### src/rtl/maze_frame_writer_if.sv
// Bus bundle between the maze frame writer and its surroundings:
// render control (start, vsync_pulse, wall_color), tile-map and pattern
// ROM fetch (tile_addr/tile_data, pattern_addr/pattern_data) and the
// frame-RAM write port plus bank select and status (wr_*, rd_bank, busy, done).
// slave  : the writer itself.
// master : whatever drives control and serves the ROMs (SoC glue / bench).
interface maze_frame_writer_if;
  logic       start;
  logic       vsync_pulse;
  logic [7:0] wall_color;
  logic [9:0] tile_addr;
  logic [3:0] tile_data;
  logic [6:0] pattern_addr;
  logic [7:0] pattern_data;
  logic       wr_en;
  logic [15:0] wr_addr;
  logic [7:0] wr_data;
  logic       wr_bank;
  logic       rd_bank;
  logic       busy;
  logic       done;

  modport slave (
    input  start, vsync_pulse, wall_color, tile_data, pattern_data,
    output tile_addr, pattern_addr, wr_en, wr_addr, wr_data,
           wr_bank, rd_bank, busy, done
  );

  modport master (
    output start, vsync_pulse, wall_color, tile_data, pattern_data,
    input  tile_addr, pattern_addr, wr_en, wr_addr, wr_data,
           wr_bank, rd_bank, busy, done
  );
endinterface

### src/rtl/maze_frame_writer.sv
// Producer side of the ping-pong maze frame RAM.
// On start, walks the 30x33 tile map column-block by column-block, fetches
// each tile id and its 8-pixel column slice, and writes 8 pixels per slice
// into the back bank at address x*264+y (strictly sequential). When the
// frame is complete it waits for a frame boundary before swapping banks.
// Ports:
//   clk, rst   : clock, asynchronous active-low reset
//   bus        : maze_frame_writer_if.slave (control, ROM fetch, RAM write)
module maze_frame_writer #(
  parameter int         XMAX      = 240,
  parameter int         YLEN      = 264,
  parameter int         TROWS     = YLEN / 8,
  parameter logic [7:0] DOT_COLOR = 8'b1111_1110
) (
  input  logic            clk,
  input  logic            rst,
  maze_frame_writer_if.slave bus
);

  localparam logic [5:0] TY_LAST = 6'(TROWS - 1);
  localparam logic [7:0] X_LAST  = 8'(XMAX - 1);
  localparam logic [9:0] TSTEP   = 10'(TROWS);

  typedef enum logic [2:0] {IDLE, FETCH_T, FETCH_P, WRITE, SWAP_WAIT} state_t;

  state_t      state_q, state_d;
  logic [7:0]  x_q, x_d;
  logic [5:0]  ty_q, ty_d;
  logic [2:0]  py_q, py_d;
  logic [15:0] addr_q, addr_d;
  logic [9:0]  tbase_q, tbase_d;   // (x>>3)*TROWS, kept incrementally
  logic [3:0]  tid_q, tid_d;
  logic [7:0]  pat_q, pat_d;
  logic        bank_q, bank_d;
  logic        done_q, done_d;

  logic [7:0]  pat_cur;
  logic        pix;

  always_ff @(posedge clk or negedge rst) begin
    if (!rst) begin
      state_q <= IDLE;
      x_q     <= '0;
      ty_q    <= '0;
      py_q    <= '0;
      addr_q  <= '0;
      tbase_q <= '0;
      tid_q   <= '0;
      pat_q   <= '0;
      bank_q  <= 1'b0;
      done_q  <= 1'b0;
    end else begin
      state_q <= state_d;
      x_q     <= x_d;
      ty_q    <= ty_d;
      py_q    <= py_d;
      addr_q  <= addr_d;
      tbase_q <= tbase_d;
      tid_q   <= tid_d;
      pat_q   <= pat_d;
      bank_q  <= bank_d;
      done_q  <= done_d;
    end
  end

  always_comb begin
    state_d = state_q;
    x_d     = x_q;
    ty_d    = ty_q;
    py_d    = py_q;
    addr_d  = addr_q;
    tbase_d = tbase_q;
    tid_d   = tid_q;
    pat_d   = pat_q;
    bank_d  = bank_q;
    done_d  = 1'b0;
    unique case (state_q)
      IDLE: if (bus.start) begin
        state_d = FETCH_T;
        x_d     = '0;
        ty_d    = '0;
        addr_d  = '0;
        tbase_d = '0;
      end
      FETCH_T: state_d = FETCH_P;
      FETCH_P: begin
        tid_d   = bus.tile_data;
        py_d    = '0;
        state_d = WRITE;
      end
      WRITE: begin
        addr_d = addr_q + 16'd1;
        py_d   = py_q + 3'd1;
        if (py_q == 3'd0) pat_d = bus.pattern_data;
        if (py_q == 3'd7) begin
          if (ty_q < TY_LAST) begin
            ty_d    = ty_q + 6'd1;
            state_d = FETCH_T;
          end else if (x_q < X_LAST) begin
            ty_d    = '0;
            x_d     = x_q + 8'd1;
            // crossing into the next 8-column tile block
            if (x_q[2:0] == 3'd7) tbase_d = tbase_q + TSTEP;
            state_d = FETCH_T;
          end else begin
            state_d = SWAP_WAIT;
            done_d  = 1'b1;
          end
        end
      end
      SWAP_WAIT: begin
        // a strobe coincident with the done pulse belongs to the frame
        // still on screen, so only a later one may swap
        if (bus.vsync_pulse && !done_q) begin
          bank_d  = ~bank_q;
          state_d = IDLE;
        end
      end
      default: state_d = IDLE;
    endcase
  end

  // pattern_data is only valid on the first WRITE cycle; later pixels of
  // the slice come from the captured copy
  assign pat_cur = (py_q == 3'd0) ? bus.pattern_data : pat_q;
  assign pix     = pat_cur[py_q];

  always_comb begin
    bus.wr_data = 8'h00;
    if (state_q == WRITE && pix) begin
      if (tid_q >= 4'd14)     bus.wr_data = DOT_COLOR;
      else if (tid_q != 4'd0) bus.wr_data = bus.wall_color;
    end
  end

  assign bus.wr_en        = (state_q == WRITE);
  assign bus.wr_addr      = addr_q;
  assign bus.tile_addr    = tbase_q + {4'b0, ty_q};
  assign bus.pattern_addr = (state_q == FETCH_P) ? {bus.tile_data, x_q[2:0]}
                                                 : {tid_q, x_q[2:0]};
  assign bus.wr_bank      = bank_q;
  assign bus.rd_bank      = ~bank_q;
  assign bus.busy         = (state_q == FETCH_T) || (state_q == FETCH_P) ||
                            (state_q == WRITE);
  assign bus.done         = done_q;

endmodule

### src/flat_wrapper.sv
// flat-port wrapper written by rule: the top's interface ports become plain ports
module maze_frame_writer_flat 
#(
  parameter int         XMAX      = 240,
  parameter int         YLEN      = 264,
  parameter int         TROWS     = YLEN / 8,
  parameter logic [7:0] DOT_COLOR = 8'b1111_1110
)
  (clk, rst, bus_start, bus_vsync_pulse, bus_wall_color, bus_tile_data, bus_pattern_data, bus_tile_addr, bus_pattern_addr, bus_wr_en, bus_wr_addr, bus_wr_data, bus_wr_bank, bus_rd_bank, bus_busy, bus_done);
  maze_frame_writer_if bus_i ();
  input  logic clk;
  input  logic rst;
  input wire logic [$bits(bus_i.start)-1:0] bus_start;
  input wire logic [$bits(bus_i.vsync_pulse)-1:0] bus_vsync_pulse;
  input wire logic [$bits(bus_i.wall_color)-1:0] bus_wall_color;
  input wire logic [$bits(bus_i.tile_data)-1:0] bus_tile_data;
  input wire logic [$bits(bus_i.pattern_data)-1:0] bus_pattern_data;
  output wire logic [$bits(bus_i.tile_addr)-1:0] bus_tile_addr;
  output wire logic [$bits(bus_i.pattern_addr)-1:0] bus_pattern_addr;
  output wire logic [$bits(bus_i.wr_en)-1:0] bus_wr_en;
  output wire logic [$bits(bus_i.wr_addr)-1:0] bus_wr_addr;
  output wire logic [$bits(bus_i.wr_data)-1:0] bus_wr_data;
  output wire logic [$bits(bus_i.wr_bank)-1:0] bus_wr_bank;
  output wire logic [$bits(bus_i.rd_bank)-1:0] bus_rd_bank;
  output wire logic [$bits(bus_i.busy)-1:0] bus_busy;
  output wire logic [$bits(bus_i.done)-1:0] bus_done;
  assign bus_i.start = bus_start;
  assign bus_i.vsync_pulse = bus_vsync_pulse;
  assign bus_i.wall_color = bus_wall_color;
  assign bus_i.tile_data = bus_tile_data;
  assign bus_i.pattern_data = bus_pattern_data;
  assign bus_tile_addr = bus_i.tile_addr;
  assign bus_pattern_addr = bus_i.pattern_addr;
  assign bus_wr_en = bus_i.wr_en;
  assign bus_wr_addr = bus_i.wr_addr;
  assign bus_wr_data = bus_i.wr_data;
  assign bus_wr_bank = bus_i.wr_bank;
  assign bus_rd_bank = bus_i.rd_bank;
  assign bus_busy = bus_i.busy;
  assign bus_done = bus_i.done;
  maze_frame_writer #(.XMAX(XMAX), .YLEN(YLEN), .TROWS(TROWS), .DOT_COLOR(DOT_COLOR)) u_core (.clk(clk), .rst(rst), .bus(bus_i));
endmodule
### config.mk
export PLATFORM = sky130hd
export DESIGN_NAME = maze_frame_writer_flat
export DESIGN_NICKNAME = d
export VERILOG_FILES = /design/src/rtl/maze_frame_writer_if.sv /design/src/rtl/maze_frame_writer.sv /design/src/flat_wrapper.sv
export SDC_FILE = /design/constraint.sdc
export NUM_CORES = 1
export LEC_CHECK = 0
export CAP_MARGIN = 5
export CORE_ASPECT_RATIO = 1.75
export CORE_MARGIN = 2
export CORE_UTILIZATION = 55
export DETAILED_ROUTE_END_ITERATION = 10
export DONT_BUFFER_PORTS = 1
export GPL_TIMING_DRIVEN = 0
export PLACE_DENSITY = 0.78
export SLEW_MARGIN = 0
export SYNTH_ARGS = -nofsm -noshare
export SYNTH_HDL_FRONTEND = slang
export SYNTH_SLANG_ARGS = --single-unit
### constraint.sdc
create_clock -name clk -period 4 [get_ports clk]
set_clock_uncertainty 0.05 [all_clocks]
set_input_delay 0.4 -clock clk [delete_from_list [all_inputs] [get_ports clk]]
set_output_delay 0.4 -clock clk [all_outputs]
set_load 0.05 [all_outputs]
## Word-level counts from Yosys, hierarchy flattened

Index checks and enable logic that the tools add are counted.

| cells by class | value |
|---|---|
| add/subtract/negate cells | 6 |
| reduce and logical (&&, ||, !) cells | 16 |
| bitwise gates (word level) | 1 |
| mux-type cells | 36 |
| equal/unequal tests | 13 |
| magnitude comparators | 4 |

Operators by type and width:

| cell | number |
|---|---|
| 2-to-1 mux 8 bit | 8 |
| 2-to-1 mux 10 bit | 5 |
| one-hot mux 16 bit (2 select lines) | 1 |
| 2-to-1 mux 6 bit | 4 |
| one-hot mux 10 bit (2 select lines) | 1 |
| adder 16 x 1 -> 16 bit, second input constant | 1 |
| 2-to-1 mux 16 bit | 1 |
| one-hot mux 8 bit (2 select lines) | 1 |
| 2-to-1 mux 3 bit | 5 |
| one-hot mux 3 bit (5 select lines) | 1 |
| one-hot mux 6 bit (2 select lines) | 1 |
| adder 10 x 6 -> 10 bit | 1 |
| adder 10 x 6 -> 10 bit, second input constant | 1 |
| equality test 3 bit, second input constant | 3 |
| adder 8 x 1 -> 8 bit, second input constant | 1 |
| less-than comparator 8 bit, second input constant | 1 |
| != test 2 x 1 -> 1 bit, second input constant | 4 |
| 2-to-1 mux 7 bit | 1 |
| adder 6 x 1 -> 6 bit, second input constant | 1 |
| equality test 3 x 2 -> 1 bit, second input constant | 2 |
| logical NOT 3 bit | 2 |
| less-than comparator 6 bit, second input constant | 1 |
| one-hot mux 3 bit (2 select lines) | 1 |
| AND reduction 6 bit | 1 |
| other kinds (18) | 27 |

| word-level totals | value |
|---|---|
| word-level logic and storage cells | 86 |
| bits of input ports | 24 |
| output and inout bits | 46 |
| register bits | 60 |

## Longest topological paths before layout

| depth | value |
|---|---|
| word-level depth | 6 |
| depth in mapped cells | 8 |
| gate-level depth less buffers | 7 |

## Worst setup path before layout

No wires, ideal clock.

| path | value |
|---|---|
| kind | reg-to-output |
| from | register u_core.py_q[0] |
| to | output bus_wr_data[1] |
| arrival time | 2,710 ps |
| stages on the path, launching flop included | 9 |
| buffers on the path | 1 |
| slack | 840 ps |
| required time | 3,550 ps |
| path through | dfrtp_1 inv_1 ha_1 and2b_1 buf_6 mux2i_1 mux4_2 a211oi_4 nor2b_1 |

| between the ends | value |
|---|---|
| word-level cells in the longest chain between the ends | 6 |

RTL lines:

| element | RTL line | source |
|---|---|---|
| start: declaration | maze_frame_writer.sv:29 | `logic [2:0] py_q, py_d;` |
| start signal: assignment | maze_frame_writer.sv:56 | `py_q <= py_d;` |
| logical NOT 3 bit | maze_frame_writer.sv:125 | `assign pat_cur = (py_q == 3'd0) ? bus.pattern_data : pat_q;` |
| 2-to-1 mux 8 bit | n/a |  |
| binary-select mux 1 bit (select 3 bit) * | maze_frame_writer.sv:126 | `assign pix = pat_cur[py_q];` |
| 2-to-1 mux 1 bit (implied by the code) * | maze_frame_writer.sv:126 |  |
| logical AND 1 bit * | maze_frame_writer.sv:130 | `if (state_q == WRITE && pix) begin` |
| 2-to-1 mux 8 bit * | maze_frame_writer.sv:130 |  |
| end: declaration | flat_wrapper.sv:22 | `output wire logic [$bits(bus_i.wr_data)-1:0] bus_wr_data;` |

Mark *: on every way between the ends. The rest lies on a longest branch, timed or not. The select of a mux whose other input is x is not followed.

## Worst setup path after layout

| path | value |
|---|---|
| from | register u_core.py_q[0] |
| to | output bus_wr_data[5] |

The elaborated chain is that of the path after synthesis.

==> metrics.cfg <==
[logic_synthesis]
synthTopCellsByCount=dfrtp_1, nand2_1, o21ai_1, nand3_1
syn_area_sq_mm=0.00356
ys.flop_type=dfrtp_1
yosysMostFrequentCell=dfrtp_1
synth_edf_count=0
synth_area_leaders=dfrtp_1, o21ai_1, ha_1
synth.net_count=428
async_flop_share=1.00
ys_warn_count=0
synth_top_area_share=0.422
yosysTopAreaCell=dfrtp_1
ys_types=59
netlist_instances=389
syn_area_per_cell_sq_um=9.15
ys_seq_area_frac=0.422
synth-seq-cells=60

[die]
die_y_microns=110
io_pins=70
die-area_sq_mm=0.00716
coreArea_sq_mm=0.00623
rows=38
die_x_microns=64.8
initial_core_util=0.572

[sta]
fmax_mhz=264
slew_violations=0
slew_headroom=0.257
hold_violations=0
min_period_ps=3790
finalWorstSetupSlack_ps=209
grt_setup_unrepaired=false
setup_tns_ps=0
period_share=0.948
worst_pin_slew_ps=1110
setup_viol=0

[clock_network]
tritoncts=yes
cts_inserted_buffers=9
cts.sinks=60
clk_pin_slew_ps=70
cts_buffer_depth=2
root_buffer=clkbuf_8
clkLatencyLatePin_ps=340
htree_levels=3

[setup_path]
crit_family=simple AND/OR/NAND/NOR gates
cp_max_fo=8
slowest_delay_ps=810
crit_cells=8
cp-endpoint=bus_wr_data[5]
ff2ff_path_depth=6
path_cells=inv_1, ha_1, and2b_1, buf_6, mux2i_1, mux4_2, a211oi_4, nor2b_1
timing.rr.start=u_core.state_q[2]
path_buf_inv=2
r2r_slack_ps=1560
crit_start=u_core.py_q[0]
r2r-end=u_core.bus.wr_addr[13]
critPathRequiredTime_ps=3550
cp-end-kind=primary output
critPathLaunchType=flip-flop
slowest_stage=nor2b_1
crit_type=reg -> out
arrival_ps=3340

[min_path]
hold_depth=2
hold_class=in -> reg

[global_route]
grt_max_degree=61
grt_usage=0.234
grt_pass1_vias=2935
grt-ovfl-total=0
antenna_found_initial=0
grt_pass1_wl_mm=13.4

[drt]
antenna_left=0
avgViaCountPerCell=6.06
wl_per_cell_microns=16.2
routed_wl_mm=7.88
dr.pass1.iters=4
vias=2949
drt_iter0_markers=132
drc_errors=0

[status]
status=completed

[final_layout]
multi_input_area_sq_mm=0.00191
regArea_sq_mm=0.00150
n_fill_cell=527
areaGrowthSynthToFinish_pct=8.61
finalNetCount=441
layout-drive-gt1-share=0.0934
num_antenna_cells=0

[place]
dpl.hpwl_mm=5.68
globalplace.congestion=0.785
post-place-ws_ps=556
io_buffers=0

[flow_run]
drv_cap=0

-- state kept, by name, summed over array words and instances (netlist names) --
register and count:
u_core.bus.wr_addr 16, u_core.pat_q 8, u_core.tbase_q 10, u_core.bus.done 1, u_core.ty_q 6, u_core.bus.wr_bank 1, u_core.tid_q 4, u_core.py_q 3
u_core.state_q 3, u_core.x_q 8
-- cell families after synthesis --
kind of cell,share of synthesized area
buffers and inverters,0.0422
muxes,0.0573
xor gates and xnor gates,0.0197
and+or+nand+nor,0.210
DFF,0.422
AOI/OAI and AO/OA,0.195
adders and majority gates,0.0548
-- how the worst min path moves through the flow --
stage                        start               to
2_1_floorplan                  rst  u_core.bus.done
3_3_place_gp                   rst  u_core.pat_q[6]
3_5_place_dp                   rst  u_core.pat_q[6]
4_1_cts        bus_pattern_data[4]  u_core.pat_q[4]
5_1_grt        bus_pattern_data[6]  u_core.pat_q[6]
6_report       bus_pattern_data[6]  u_core.pat_q[6]
-- area by class of cell --
cell class	instances	area share
Tap cell	80	0.0259
Inverter	13	0.0126
Multi-Input combinational cell	295	0.494
Clock buffer	11	0.0366
Sequential cell	60	0.388
Timing Repair Buffer	2	0.00971
Buffer	21	0.0262
Clock inverter	5	0.00712
-- worst register-to-register path: stages (launching register included) --
cell and delay, ps:
dfrtp_1 450, nand2b_1 270, or2_1 280, inv_2 90, clkbuf_1 760, nand4_1 220
o21ai_0 240
-- per-layer routing --
metal / wire length [microns] / up-vias / global-route usage
met1: 3270 / 1415 / 0.265
met4: 182 / 0 / 0.111
met5: 0 / - / 0
met3: 312 / 15 / 0.0407
li1: - / 1445 / -
met2: 4120 / 74 / 0.414
-- cell usage in the layout (no fill, tap or decap), types with 9 or more instances in the layout --
cell type	Yosys	final
clkbuf_8	0	10
and2_1	9	9
nand3_1	21	21
o21ai_0	15	15
a21oi_1	17	17
clkbuf_1	12	13
dfrtp_1	60	60
nand4_1	10	10
ha_1	14	14
nor2b_1	9	9
o21ai_1	38	38
nand2_1	38	38
and3_1	13	13
nor2_1	17	17
inv_1	12	12
-- metrics by stage --
step	area, sq um	cells	util	hold WS, ps
finish	3870	487	0.621	140
global route	3870	487	0.621	142
CTS	3870	487	0.621	135
detailed placement	3660	469	0.588	56.1
global placement	3660	469	0.588	55.7
floorplan	3560	389	-	54.4
-- repair_timing --
action                    in CTS  in global routing
setup buffers                  0                  0
hold buffers                   2                  0
hold endpoints to repair      60                  0
resized for setup              0                  0
Power is left out: the tool's default activity adds up to more than one toggle a clock period on the data nets, which glitch-free logic cannot reach.
